<file path="src/rtl/ram_arbiter.sv">
// Two-client round-robin arbiter/sequencer for a single-port async-read RAM; one access per 2 cycles.
// Define RAM_INIT_EN to fill the whole array with INIT_VALUE after reset before accepting requests.
module ram_arbiter #(
   parameter int ADDR_W     = 10,
   parameter int DATA_W     = 8,
   parameter int MEM_DEPTH  = 1024,
   parameter int INIT_VALUE = 0
) (
   input  logic              clk,
   input  logic              rst_n,
   input  logic              req0,
   input  logic              we0,
   input  logic [ADDR_W-1:0] addr0,
   input  logic [DATA_W-1:0] wdata0,
   input  logic              req1,
   input  logic              we1,
   input  logic [ADDR_W-1:0] addr1,
   input  logic [DATA_W-1:0] wdata1,
   output logic              gnt0,
   output logic              gnt1,
   output logic              rvalid0,
   output logic              rvalid1,
   output logic [DATA_W-1:0] rdata0,
   output logic [DATA_W-1:0] rdata1,
   output logic [ADDR_W-1:0] mem_addr,
   output logic [DATA_W-1:0] mem_din,
   output logic              mem_wr,
   output logic              mem_cs,
   input  logic [DATA_W-1:0] mem_dout,
   output logic              init_done
);

   // Elaboration-time parameter sanity checks.
   if (MEM_DEPTH > (1 << ADDR_W)) begin : g_bad_depth
      $error("ram_arbiter: MEM_DEPTH does not fit in ADDR_W");
   end
   if (INIT_VALUE < 0 || INIT_VALUE >= (1 << DATA_W)) begin : g_bad_init
      $error("ram_arbiter: INIT_VALUE does not fit in DATA_W");
   end

`ifdef RAM_INIT_EN
   typedef enum logic [1:0] {S_IDLE, S_ACCESS, S_INIT} state_t;
`else
   typedef enum logic [1:0] {S_IDLE, S_ACCESS} state_t;
`endif

   state_t state;
   logic   cur;          // client owning the access in flight
   logic   last_served;
   logic   pick0;
   logic   pick1;

`ifdef RAM_INIT_EN
   logic [ADDR_W-1:0] init_addr;
   logic              init_phase;
   logic              init_done_q;
   assign init_done = init_done_q;
`else
   assign init_done = 1'b1;
`endif

   // On a tie the client that was not served last wins.
   assign pick0 = req0 & (~req1 | last_served);
   assign pick1 = req1 & ~pick0;

   always_ff @(posedge clk or negedge rst_n) begin
      if (!rst_n) begin
         gnt0        <= 1'b0;
         gnt1        <= 1'b0;
         rvalid0     <= 1'b0;
         rvalid1     <= 1'b0;
         rdata0      <= '0;
         rdata1      <= '0;
         mem_addr    <= '0;
         mem_din     <= '0;
         mem_wr      <= 1'b0;
         mem_cs      <= 1'b0;
         cur         <= 1'b0;
         last_served <= 1'b1;
`ifdef RAM_INIT_EN
         state       <= S_INIT;
         init_addr   <= '0;
         init_phase  <= 1'b0;
         init_done_q <= 1'b0;
`else
         state       <= S_IDLE;
`endif
      end else begin
         gnt0    <= 1'b0;
         gnt1    <= 1'b0;
         rvalid0 <= 1'b0;
         rvalid1 <= 1'b0;
         case (state)
            S_IDLE: begin
               if (pick0 | pick1) begin
                  state  <= S_ACCESS;
                  cur    <= pick1;
                  gnt0   <= pick0;
                  gnt1   <= pick1;
                  mem_cs <= 1'b1;
                  if (pick1) begin
                     mem_wr   <= we1;
                     mem_addr <= addr1;
                     mem_din  <= we1 ? wdata1 : '0;
                  end else begin
                     mem_wr   <= we0;
                     mem_addr <= addr0;
                     mem_din  <= we0 ? wdata0 : '0;
                  end
               end
            end
            S_ACCESS: begin
               // mem_wr still reflects the access type during this cycle.
               if (!mem_wr) begin
                  if (cur) begin
                     rdata1  <= mem_dout;
                     rvalid1 <= 1'b1;
                  end else begin
                     rdata0  <= mem_dout;
                     rvalid0 <= 1'b1;
                  end
               end
               mem_cs      <= 1'b0;
               mem_wr      <= 1'b0;
               last_served <= cur;
               state       <= S_IDLE;
            end
`ifdef RAM_INIT_EN
            S_INIT: begin
               if (!init_phase) begin
                  mem_cs     <= 1'b1;
                  mem_wr     <= 1'b1;
                  mem_addr   <= init_addr;
                  mem_din    <= DATA_W'(INIT_VALUE);
                  init_phase <= 1'b1;
               end else begin
                  mem_cs     <= 1'b0;
                  mem_wr     <= 1'b0;
                  init_phase <= 1'b0;
                  if (init_addr == ADDR_W'(MEM_DEPTH - 1)) begin
                     init_done_q <= 1'b1;
                     state       <= S_IDLE;
                  end else begin
                     init_addr <= init_addr + 1'b1;
                  end
               end
            end
`endif
            default: state <= S_IDLE;
         endcase
      end
   end

endmodule
</file>
<file path="config.mk">
export PLATFORM = sky130hd
export DESIGN_NAME = ram_arbiter
export DESIGN_NICKNAME = d
export VERILOG_FILES = /design/src/rtl/ram_arbiter.sv
export SDC_FILE = /design/constraint.sdc
export NUM_CORES = 1
export LEC_CHECK = 0
export CAP_MARGIN = 5
export CORE_MARGIN = 2
export CORE_UTILIZATION = 39
export DETAILED_ROUTE_END_ITERATION = 8
export PLACE_DENSITY_LB_ADDON = 0.12
export SYNTH_ARGS = -nofsm -noshare
export SYNTH_HDL_FRONTEND = slang
export SYNTH_SLANG_ARGS = --single-unit
</file>
<file path="constraint.sdc">
create_clock -name clk -period 1.75 [get_ports clk]
set_input_delay 0.35 -clock clk [delete_from_list [all_inputs] [get_ports clk]]
set_output_delay 0.35 -clock clk [all_outputs]
set_load 0.01 [all_outputs]
</file>
==> impl_metrics.toml <==
[status]
outcome = "finished, final reports clean"

[worst_setup_path]
cp_num_buf_inv = 1
cp_slowest_stage_delay_ps = 580
cp_top_family = "buffers and inverters"
arrival_ps = 1300
critical_path.cell_chain = "clkdlybuf4s50_1"
crit_fanout = 6
start_kind = "register"
critPathKind = "reg2out"
cp_slowest_cell = "clkdlybuf4s50_1"
worstPathRequired_ps = 1400
crit_path_end_kind = "output port"

[clocking]
cts_setup_buffers = 0
cts_resized = 0
cts_max_path_buffers = 2
cts_tree = "yes"
cts.clk_slew.worst_paths_ps = 80
cts_root_buffer = "clkbuf_8"
numCtsBuffers = 5
htree_levels = 2
ctsHoldBuffers = 0
clk_latency_ps = 290
clock-sinks = 42

[synthesis]
syn_inst = 143
yosysWarnings = 0
yosysSeqAreaShare_pct = 60.5
yosys-top-cells-area = "dfrtp_1 (59%), mux2_2 (7.8%), a221o_1 (4.6%), nand2_1 (4.5%), a31oi_1 (3.6%)"
syn_nets = 193
synth_top_family_by_area = "simple AND/OR/NAND/NOR gates"
yosysTopAreaCellShare_pct = 59.0
synthAdderAreaFrac_pct = 0
synth.avg_cell_area_um2 = 12.2
synth_compound_area_share_pct = 10.9
synthSimpleGateAreaFrac_pct = 13.7
synth_seq_cells = 42
synthXorXnorAreaFrac_pct = 0
muxShareOfSynthArea_pct = 11.0
mappedNetlistArea_mm2 = 0.00174
yosysTopAreaCell = "dfrtp_1"
synthDistinctLibCells = 28

[detailed_routing]
viasPerCell = 5.08
first_pass_iters = 4
drt_iter0_markers = 81
drc_errors = 0
postRouteAntennaNets = 0
wl_per_cell_um = 14.4
wl_um = 4190
vias = 1472

[die]
initial_utilization_pct = 40.2
row_count = 24
die_width_um = 70.8
pin_count = 91
die-area_mm2 = 0.00501
coreArea_mm2 = 0.00432
die_h_um = 70.8

[grt]
grt_first_pass_wirelength_um = 7110
grt_overflow = 0
grt_max_degree = 23
grt_usage_pct = 18.1
antenna_found_initial = 0
grt_pass1_vias = 1530

[sta]
hold_viol_final = 0
setup_viol = 0
finalCritPeriodShare_pct = 94.5
clock.fmax_ghz = 0.605
finClkSkew_ps = 6.52
fin_crit_ps = 1650
drv_slew = 0
tns_ps = 0
rsz0062_at_grt = "no"

[power_and_ir_drop]
p_clk_share_pct = 21.0
p_sw_w = 0.00101
leakagePower_nw = 1.20
p_total_w = 0.00365
cellPowerDensity_mw_per_mm2 = 1300
p_int_w = 0.00264
swShare_pct = 27.7
seqPwrFrac_pct = 40.3
vdd_drop_max_v = 0.000745
comb_power_share_pct = 38.7

[run]
drv_cap = 0

[final_layout]
diodes = 0
design_area_mm2 = 0.00281
multi_input_area_um2 = 622
n_fill_cell = 341
final_layout_size_suffix_gt1_share_pct = 13.4
final_nets = 288
fin_cells = 290
seq_area_mm2 = 0.00105
area_delta_synth_final_pct = 61.3

[placement]
gp_congestion = 0.827
io_buffers = 89
placed_area_mm2 = 0.00269
hpwl_um = 3180
placedCellCount = 283

[hold_path]
hold_path_class = "in2async"
-- registers in the layout, summed over array words and instances, names as in the netlist, 8 cells and up --
name and cells:
rdata1 8, mem_addr 10, rdata0 8, mem_din 8
-- final timing paths --
path                                    end  startpoint  slack, ps  cells past startpoint
max in group asynchronous       last_served       rst_n       1150                      2
worst max register to register  mem_addr[5]      mem_cs        220                      5
worst max-delay path                 mem_cs      mem_cs        100                      1
worst min register to register    rdata0[5]   rdata0[5]        500                      1
min in group clk                  rdata0[5]   rdata0[5]        500                      1
worst min-delay path                rvalid0       rst_n          9                      1
-- power by group through the flow --
| stage | logic [W] | clock network, W | registers (W) |
|---|---|---|---|
| floorplan | 0.000440 | 0 | 0.00162 |
| global placement | 0.00140 | 0 | 0.00147 |
| detailed placement | 0.00143 | 0 | 0.00149 |
| CTS | 0.00143 | 0.000789 | 0.00147 |
| global route | 0.00152 | 0.000842 | 0.00152 |
| finish | 0.00141 | 0.000767 | 0.00147 |
-- synth_stat cells --
library cell	n
dfrtp_1	41
nand2_1	21
mux2_2	12
nor2_1	12
a31oi_1	10
a221o_1	8
nor2b_1	8
mux2_1	5
buf_2	4
buf_4	3
inv_1	2
a211oi_1	1
a21bo_2	1
a21boi_1	1
a21oi_1	1
and3b_1	1
and4b_1	1
buf_6	1
clkbuf_1	1
conb_1	1
dfstp_2	1
nand2b_1	1
nand3b_1	1
nor3_1	1
nor3b_1	1
nor3b_4	1
o21ba_2	1
o22ai_1	1
-- per-layer routing --
layer | up-vias | global-route usage [%] | share of wire, %
met3 | 5 | 5.56 | 6.8
met4 | 0 | 4.40 | 0.88
li1 | 688 | - | -
met2 | 66 | 30.5 | 48
met1 | 713 | 22.8 | 44
met5 | - | 0 | 0
-- area by class of cell --
type                    instances  area share, %
repair buffers                 97           33.7
clock inverters                 1           1.07
flip-flops and latches         42           37.5
inverters                       2          0.268
well taps                      52           2.32
multi-input cells              90           22.2
clock buffers                   6           2.94
-- cells by family (layout without fill, tap and decap cells) --
family,count (synthesis),after routing
muxes,17,17
DFF,42,42
buffers and inverters,11,106
and+or+nand+nor,48,48
AOI/OAI and AO/OA,24,24
other,1,1
-- metrics by stage --
step	worst slack [ps]	utilization [%]	hold slack, ps
after detailed placement	-79.8	62.3	339
after CTS	81.4	64.9	21.1
after floorplan	373	-	54.4
after global routing	33.0	64.9	44.7
final	97.1	64.9	8.52
after global placement	-23.3	62.3	335
-- layout by cell type (no fill, tap or decap), types with 2 or more instances in the layout --
master,instances
a221o_1,8
a31oi_1,10
buf_4,8
clkbuf_8,6
clkdlybuf4s50_1,88
dfrtp_1,41
inv_1,2
mux2_1,5
mux2_2,12
nand2_1,21
nor2_1,12
nor2b_1,8
Note: power is estimated with default switching activity, not from simulation.
